### src/rtl/boss_chaser.sv
// rtl/boss_chaser.sv - boss movement and contact-detection engine for stage 3
//
// Purpose:
//   Walks the boss one pixel per step tick toward the player, along the axis
//   with the larger distance. Each candidate pixel is checked against the
//   shared map through a probe request/acknowledge handshake. The boss moves
//   only when the map reports that the pixel is not a wall. Contact is
//   reported on a level output. The game-play controller uses it to leave
//   the stage.
//
// Optional feature:
//   BOSS_SLIDE_EN - when the primary-axis probe is blocked, issue one more
//   probe on the secondary axis. The boss slides along the wall instead of
//   stopping.
//
// Ports:
//   clk           in   1  system clock
//   rst           in   1  asynchronous active-low reset
//   enable        in   1  high while the controller is in STAGE3
//   player_x/y    in   9  player pixel position
//   probe_req     out  1  wall-check request for (probe_x, probe_y)
//   probe_x/y     out  9  candidate boss pixel
//   probe_ack     in   1  map lookup result valid (may be combinational on req)
//   probe_blocked in   1  candidate is a wall, sampled with probe_ack
//   boss_x/y      out  9  boss pixel position
//   boss_state    out  4  sprite code: UP1..3=0..2, RIGHT1..3=3..5,
//                         LEFT1..3=6..8, DOWN1..3=9..11
//   caught        out  1  boss touched player (level)

module boss_chaser #(
   parameter int unsigned STEP_DIV    = 4194304,
   parameter int unsigned START_DELAY = 32,
   parameter int unsigned HIT_RADIUS  = 4,
   parameter logic [8:0]  SPAWN_X     = 9'd260,
   parameter logic [8:0]  SPAWN_Y     = 9'd130
) (
   input  logic       clk,
   input  logic       rst,
   input  logic       enable,
   input  logic [8:0] player_x,
   input  logic [8:0] player_y,
   output logic       probe_req,
   output logic [8:0] probe_x,
   output logic [8:0] probe_y,
   input  logic       probe_ack,
   input  logic       probe_blocked,
   output logic [8:0] boss_x,
   output logic [8:0] boss_y,
   output logic [3:0] boss_state,
   output logic       caught
);

   localparam int TW = $clog2(STEP_DIV);
   localparam int DW = $clog2(START_DELAY + 2);

   localparam logic [TW-1:0] TICK_LAST = TW'(STEP_DIV - 1);
   localparam logic [DW-1:0] DELAY_END = DW'(START_DELAY);
   localparam logic [8:0]    RADIUS    = 9'(HIT_RADIUS);

   localparam logic [3:0] SPR_UP    = 4'd0;
   localparam logic [3:0] SPR_RIGHT = 4'd3;
   localparam logic [3:0] SPR_LEFT  = 4'd6;
   localparam logic [3:0] SPR_DOWN  = 4'd9;

   typedef enum logic [2:0] {
      S_IDLE,
      S_DELAY,
      S_DECIDE,
      S_PROBE,
      S_MOVE,
      S_CAUGHT,
      S_SLIDE
   } state_t;

   state_t state_q;

   // ------------------------------------------------------------------
   // Step tick: free-running divider, only while the stage is active.
   // ------------------------------------------------------------------
   logic [TW-1:0] tick_cnt_q;
   logic [TW-1:0] tick_cnt_d;
   logic          tick;

   always_comb begin
      tick       = 1'b0;
      tick_cnt_d = tick_cnt_q;
      if (!enable) begin
         tick_cnt_d = '0;
      end else if (tick_cnt_q == TICK_LAST) begin
         tick       = 1'b1;
         tick_cnt_d = '0;
      end else begin
         tick_cnt_d = tick_cnt_q + TW'(1);
      end
   end

   always_ff @(posedge clk or negedge rst) begin
      if (!rst) begin
         tick_cnt_q <= '0;
      end else begin
         tick_cnt_q <= tick_cnt_d;
      end
   end

   // ------------------------------------------------------------------
   // Player-relative geometry
   // ------------------------------------------------------------------
   logic [9:0] dx;
   logic [9:0] dy;
   logic [8:0] adx;
   logic [8:0] ady;
   logic       hit;
   logic       pri_y;     // primary axis is y (x wins ties)
   logic       pri_neg;   // step toward decreasing coordinate
   logic       pri_zero;
   logic [8:0] cand_x;
   logic [8:0] cand_y;

   always_comb begin
      dx = {1'b0, player_x} - {1'b0, boss_x};
      dy = {1'b0, player_y} - {1'b0, boss_y};
      // |delta| always fits in 9 bits since both operands are 9-bit unsigned
      adx = dx[9] ? (~dx[8:0] + 9'd1) : dx[8:0];
      ady = dy[9] ? (~dy[8:0] + 9'd1) : dy[8:0];
      hit = (adx <= RADIUS) && (ady <= RADIUS);

      pri_y    = (adx < ady);
      pri_neg  = pri_y ? dy[9] : dx[9];
      pri_zero = pri_y ? (dy == 10'd0) : (dx == 10'd0);

      cand_x = boss_x;
      cand_y = boss_y;
      if (pri_y) begin
         cand_y = pri_neg ? (boss_y - 9'd1) : (boss_y + 9'd1);
      end else begin
         cand_x = pri_neg ? (boss_x - 9'd1) : (boss_x + 9'd1);
      end
   end

   // ------------------------------------------------------------------
   // Sprite helpers
   // ------------------------------------------------------------------
   logic       step_y_q;    // axis of the outstanding probe (1 = y)
   logic       step_neg_q;  // direction of the outstanding probe
   logic [3:0] face_base;   // current sprite with frame forced to 1
   logic [3:0] dir_base;    // frame-1 sprite for the probe direction
   logic [3:0] move_sprite;

   always_comb begin
      if (boss_state >= SPR_DOWN) begin
         face_base = SPR_DOWN;
      end else if (boss_state >= SPR_LEFT) begin
         face_base = SPR_LEFT;
      end else if (boss_state >= SPR_RIGHT) begin
         face_base = SPR_RIGHT;
      end else begin
         face_base = SPR_UP;
      end

      if (step_y_q) begin
         dir_base = step_neg_q ? SPR_UP : SPR_DOWN;
      end else begin
         dir_base = step_neg_q ? SPR_LEFT : SPR_RIGHT;
      end

      // Walk cycle alternates frames 2 and 3; any other frame restarts at 2.
      move_sprite = dir_base + (((boss_state - face_base) == 4'd1) ? 4'd2 : 4'd1);
   end

`ifdef BOSS_SLIDE_EN
   logic       slide_q;   // the outstanding probe is already the secondary one
   logic [9:0] sec_d;
   logic       sec_neg;
   logic       sec_zero;

   always_comb begin
      sec_d    = step_y_q ? dx : dy;
      sec_neg  = sec_d[9];
      sec_zero = (sec_d == 10'd0);
   end
`endif

   // ------------------------------------------------------------------
   // Chase FSM
   // ------------------------------------------------------------------
   logic [DW-1:0] delay_cnt_q;
   logic          in_play;

   assign in_play = (state_q == S_DELAY) || (state_q == S_DECIDE) ||
                    (state_q == S_PROBE) || (state_q == S_MOVE) ||
                    (state_q == S_SLIDE);

   always_ff @(posedge clk or negedge rst) begin
      if (!rst) begin
         state_q     <= S_IDLE;
         delay_cnt_q <= '0;
         step_y_q    <= 1'b0;
         step_neg_q  <= 1'b0;
         probe_req   <= 1'b0;
         probe_x     <= 9'd0;
         probe_y     <= 9'd0;
         boss_x      <= SPAWN_X;
         boss_y      <= SPAWN_Y;
         boss_state  <= SPR_LEFT;
         caught      <= 1'b0;
`ifdef BOSS_SLIDE_EN
         slide_q     <= 1'b0;
`endif
      end else if (!enable) begin
         state_q     <= S_IDLE;
         delay_cnt_q <= '0;
         probe_req   <= 1'b0;
         boss_x      <= SPAWN_X;
         boss_y      <= SPAWN_Y;
         boss_state  <= SPR_LEFT;
         caught      <= 1'b0;
      end else if (in_play && hit) begin
         // Contact wins over any probe or step in flight.
         state_q   <= S_CAUGHT;
         probe_req <= 1'b0;
         caught    <= 1'b1;
      end else begin
         case (state_q)
            S_IDLE: begin
               delay_cnt_q <= '0;
               state_q     <= S_DELAY;
            end

            S_DELAY: begin
               if (delay_cnt_q == DELAY_END) begin
                  state_q <= S_DECIDE;
               end else if (tick) begin
                  delay_cnt_q <= delay_cnt_q + DW'(1);
               end
            end

            S_DECIDE: begin
               if (tick) begin
                  if (pri_zero) begin
                     boss_state <= face_base;
                  end else begin
                     probe_x    <= cand_x;
                     probe_y    <= cand_y;
                     step_y_q   <= pri_y;
                     step_neg_q <= pri_neg;
                     probe_req  <= 1'b1;
                     state_q    <= S_PROBE;
`ifdef BOSS_SLIDE_EN
                     slide_q    <= 1'b0;
`endif
                  end
               end
            end

            S_PROBE: begin
               if (probe_ack) begin
                  probe_req <= 1'b0;
                  if (!probe_blocked) begin
                     state_q <= S_MOVE;
                  end else begin
`ifdef BOSS_SLIDE_EN
                     if (!slide_q && !sec_zero) begin
                        // Re-aim on the other axis; req drops for one cycle
                        // so the map sees a fresh request.
                        if (step_y_q) begin
                           probe_x <= sec_neg ? (boss_x - 9'd1) : (boss_x + 9'd1);
                           probe_y <= boss_y;
                        end else begin
                           probe_x <= boss_x;
                           probe_y <= sec_neg ? (boss_y - 9'd1) : (boss_y + 9'd1);
                        end
                        step_y_q   <= !step_y_q;
                        step_neg_q <= sec_neg;
                        slide_q    <= 1'b1;
                        state_q    <= S_SLIDE;
                     end else begin
                        boss_state <= face_base;
                        state_q    <= S_DECIDE;
                     end
`else
                     boss_state <= face_base;
                     state_q    <= S_DECIDE;
`endif
                  end
               end
            end

            S_SLIDE: begin
               probe_req <= 1'b1;
               state_q   <= S_PROBE;
            end

            S_MOVE: begin
               boss_x     <= probe_x;
               boss_y     <= probe_y;
               boss_state <= move_sprite;
               state_q    <= S_DECIDE;
            end

            S_CAUGHT: begin
               probe_req <= 1'b0;
            end

            default: begin
               state_q <= S_IDLE;
            end
         endcase
      end
   end

endmodule

### config.mk
export PLATFORM = sky130hd
export DESIGN_NAME = boss_chaser
export DESIGN_NICKNAME = d
export VERILOG_FILES = /design/src/rtl/boss_chaser.sv
export SDC_FILE = /design/constraint.sdc
export NUM_CORES = 1
export LEC_CHECK = 0
export CAP_MARGIN = 20
export CELL_PAD_IN_SITES_DETAIL_PLACEMENT = 2
export CELL_PAD_IN_SITES_GLOBAL_PLACEMENT = 2
export CORE_MARGIN = 2
export CORE_UTILIZATION = 39
export CTS_BUF_LIST = sky130_fd_sc_hd__clkbuf_2 sky130_fd_sc_hd__clkbuf_4 sky130_fd_sc_hd__clkbuf_8
export DETAILED_ROUTE_END_ITERATION = 8
export HOLD_SLACK_MARGIN = 0.15
export PLACE_DENSITY_LB_ADDON = 0.08
export SKIP_LAST_GASP = 1
export SYNTH_ARGS = -nofsm -noshare
export SYNTH_HDL_FRONTEND = slang
export SYNTH_SLANG_ARGS = --single-unit
### constraint.sdc
create_clock -name clk -period 19.2 [get_ports clk]
set_input_delay 5.76 -clock clk [delete_from_list [all_inputs] [get_ports clk]]
set_output_delay 5.76 -clock clk [all_outputs]
set_load 0.01 [all_outputs]
==> results_dict.tcl <==
set metrics [dict create \
    status "complete, no violations" \
    ir_drop_v 0.00004427 \
    yosysWarnings 0 \
    drt_first_iter_violations 197 \
    synth_seq_area_share_pct 30.35 \
    postCtsSetupBuffers 0 \
    rsz0062_at_grt "no" \
    cp_common_cell "nor2_1" \
    clk_pin_slew_worst_paths_ns 0.09 \
    slowest_stage "a2111oi_2" \
    hold_class "register to register" \
    yosysTopAreaCellShare_pct 27.81 \
    firstDrtPassIters 4 \
    synth.most_common_cell "dfrtp_1" \
    placeableCoreArea_um2 15710 \
    synth_area_leaders "dfrtp_1, ha_1, mux2_4" \
    timing.final.max_slew_violations 0 \
    clock-sinks 75 \
    cts-buffers-inserted 9 \
    port_buffers 64 \
    async_flop_share_pct 100.0 \
    synth.avg_cell_area_um2 8.732 \
    drt-vias-per-instance 5.628 \
    area_growth_pct 17.55 \
    initial_core_util_pct 39.51 \
    synth.area.mux_share_pct 6.731 \
    synth_top_family_by_area "compound AO/OA/AOI/OAI gates" \
    hpwlAfterDp_um 14920 \
    nets 846 \
    ant_nets 0 \
    synth_edf_count 0 \
    syn_inst 711 \
    finalSetupViolations 0 \
    finalPower_uw 559.0 \
    final-hold-violation-count 0 \
    p_leak_nw 3.056 \
    end_kind "register" \
    crit_type "input pin to register" \
    synth_compound_area_share_pct 19.65 \
    die_x_um 130.2 \
    antenna_found_initial 0 \
    overflow 0 \
    via_count 5566 \
    fin_tns_setup_ns 0 \
    required_ns 19.46 \
    antenna_cells 0 \
    synth_flop_cell "dfrtp_1" \
    drc 0 \
    routedWlPerCell_um 19.99 \
    synth_nets 789 \
    grt_pass1_wl_um 32420 \
    worstSetupStartpointType "input pin" \
    dieArea_um2 16940 \
    cts_resized 0 \
    finalWirelength_um 19780 \
    drive_above_1_share_pct 8.926 \
    netlist_area_um2 6208 \
    dieHeight_um 130.2 \
    cts_tree "yes" \
    yosys-top-cells-count "dfrtp_1, nor2_1, a21oi_1" \
    timing.fmax_ghz 0.08354 \
    globalplace.congestion 0.8169 \
    synth-simple-area-share_pct 18.36 \
    ctsRootBufferMaster "clkbuf_8" \
    cp.arrival_ns 12.23 \
    period_share_pct 62.35 \
    io_pins 65 \
    slowest_delay_ns 0.57 \
    clkLatencyLatePin_ns 0.37 \
    synthXorXnorAreaFrac_pct 8.182 \
    track_usage_pct 24.40 \
    max_cap_viol_count 0 \
    utilization_pct 46.45 \
    post-route-min-period_ns 11.97 \
    fin_skew_ns 0.01104 \
    tightestPinTransition_ns 0.9317 \
    synth_cell_types 74 \
    maxSlewHeadroom_pct 37.89 \
    grt_max_degree 76 \
    synth-seq-cells 75 \
    critPathMaxFanout 17 \
    synth_fa_ha_area_share_pct 11.81 \
    powerDensity_nw_per_um2 76.59 \
    htreeDepth 3 \
    num_rows 46 \
    grt_pass1_vias 6155 \
    ctsLongestPathBuffers 2 \
    hold_buffers 0 \
    synth.largest_area_cell "dfrtp_1" \
]
## metal layers
| metal | global-route usage (%) | vias to the layer above | wire length [um] |
|---|---|---|---|
| met3 | 2.419 | 17 | 301 |
| met1 | 30.85 | 2823 | 8869 |
| met4 | 5.440 | 0 | 244 |
| li1 | - | 2665 | - |
| met5 | 0 | - | 0 |
| met2 | 44.93 | 61 | 10360 |
## cells by family (layout without fill, tap and decap cells)
group	after synthesis	count (layout)
and+or+nand+nor	228	228
AOI/OAI and AO/OA	190	190
DFF	75	75
buffers and inverters	74	136
xor gates and xnor gates	58	58
adders and majority gates	55	55
muxes	31	31
## worst paths after layout
check / end / cells after the start / slack, ns / from
worst max register to register: probe_x[8]$_DFFE_PN0P_ / 27 / 12.44 / boss_x[0]$_DFFE_PN0P_
min in group asynchronous: probe_y[3]$_DFFE_PN0P_ / 1 / 5.33 / rst
worst min-delay path: tick_cnt_q[0]$_DFF_PN0_ / 1 / 0.51 / tick_cnt_q[0]$_DFF_PN0_
max in group asynchronous: boss_x[8]$_DFFE_PN1P_ / 2 / 13.24 / rst
worst min register to register: tick_cnt_q[0]$_DFF_PN0_ / 1 / 0.51 / tick_cnt_q[0]$_DFF_PN0_
worst max-delay path: probe_x[8]$_DFFE_PN0P_ / 29 / 7.23 / player_x[0]
## flip-flops by register name, indices dropped and copies added, names as in the netlist
signal       count
boss_state       4
step_neg_q       1
probe_x          9
probe_req        1
probe_y          9
step_y_q         1
boss_x           9
delay_cnt_q      6
boss_y           9
caught           1
state_q          3
tick_cnt_q      22
## critical path, delay by kind of cell
| kind | cells | cell delay (ns) |
|---|---|---|
| adders and majority gates | 4 | 1.30 |
| muxes | 1 | 0.26 |
| and+or+nand+nor | 8 | 1.15 |
| AOI/OAI and AO/OA | 9 | 2.26 |
| xor gates and xnor gates | 3 | 0.72 |
| buffers and inverters | 4 | 0.77 |
## power breakdown
| part | total, mW | leakage [nW] | internal (mW) | switching (mW) |
|---|---|---|---|---|
| sequential | 0.170 | 1.02 | 0.163 | 0.00687 |
| clock | 0.132 | 0.103 | 0.0650 | 0.0672 |
| combinational | 0.257 | 1.93 | 0.107 | 0.151 |
## layout make-up
type	instances	area, um^2
Multi-Input combinational cell	562	4028
Sequential cell	75	1884
Clock buffer	10	137.6
Tap cell	216	270.3
Timing Repair Buffer	72	725.7
Fill cell	1727	8414
Inverter	48	180.2
Clock inverter	6	72.57
## per-stage QoR
step | hold WS, ns | setup WS [ns] | std cells | cell area, um^2
2_1_floorplan | 0.4549 | 7.166 | 711 | 6208
3_3_place_gp | 0.4786 | 6.774 | 970 | 7038
3_5_place_dp | 0.4937 | 6.804 | 971 | 7053
4_1_cts | 0.5109 | 7.184 | 987 | 7263
5_1_grt | 0.5602 | 6.711 | 989 | 7298
6_report | 0.5101 | 7.229 | 989 | 7298
## cell usage in the layout (no fill, tap or decap), types with 3 or more instances in the layout
cell type,synthesis,final
nor2b_1,7,7
xor2_1,27,27
nand3_1,47,47
nand4b_1,3,3
o21ai_0,44,43
o2111ai_1,7,7
a31oi_1,4,4
o31ai_1,6,6
dfrtp_1,69,69
dfstp_2,6,6
nor2_1,64,63
nand4_1,7,7
a21o_1,7,7
clkbuf_8,0,10
mux2i_1,5,5
o21a_1,3,3
or4_1,6,6
a21oi_1,58,58
fa_1,6,6
nor4_1,3,3
a211oi_1,4,4
and2_1,7,7
a211o_1,3,3
buf_4,2,6
mux2_2,3,3
xnor2_1,31,31
and3b_1,3,3
nor3_1,10,10
mux2_4,20,20
clkdlybuf4s50_1,0,63
o21ai_1,13,14
or3_1,6,6
o22ai_1,3,3
mux2_1,3,3
o21bai_1,8,8
and3_1,5,5
inv_1,47,47
nand2_1,48,48
ha_1,49,49
Power figures use the tool's default switching activity.
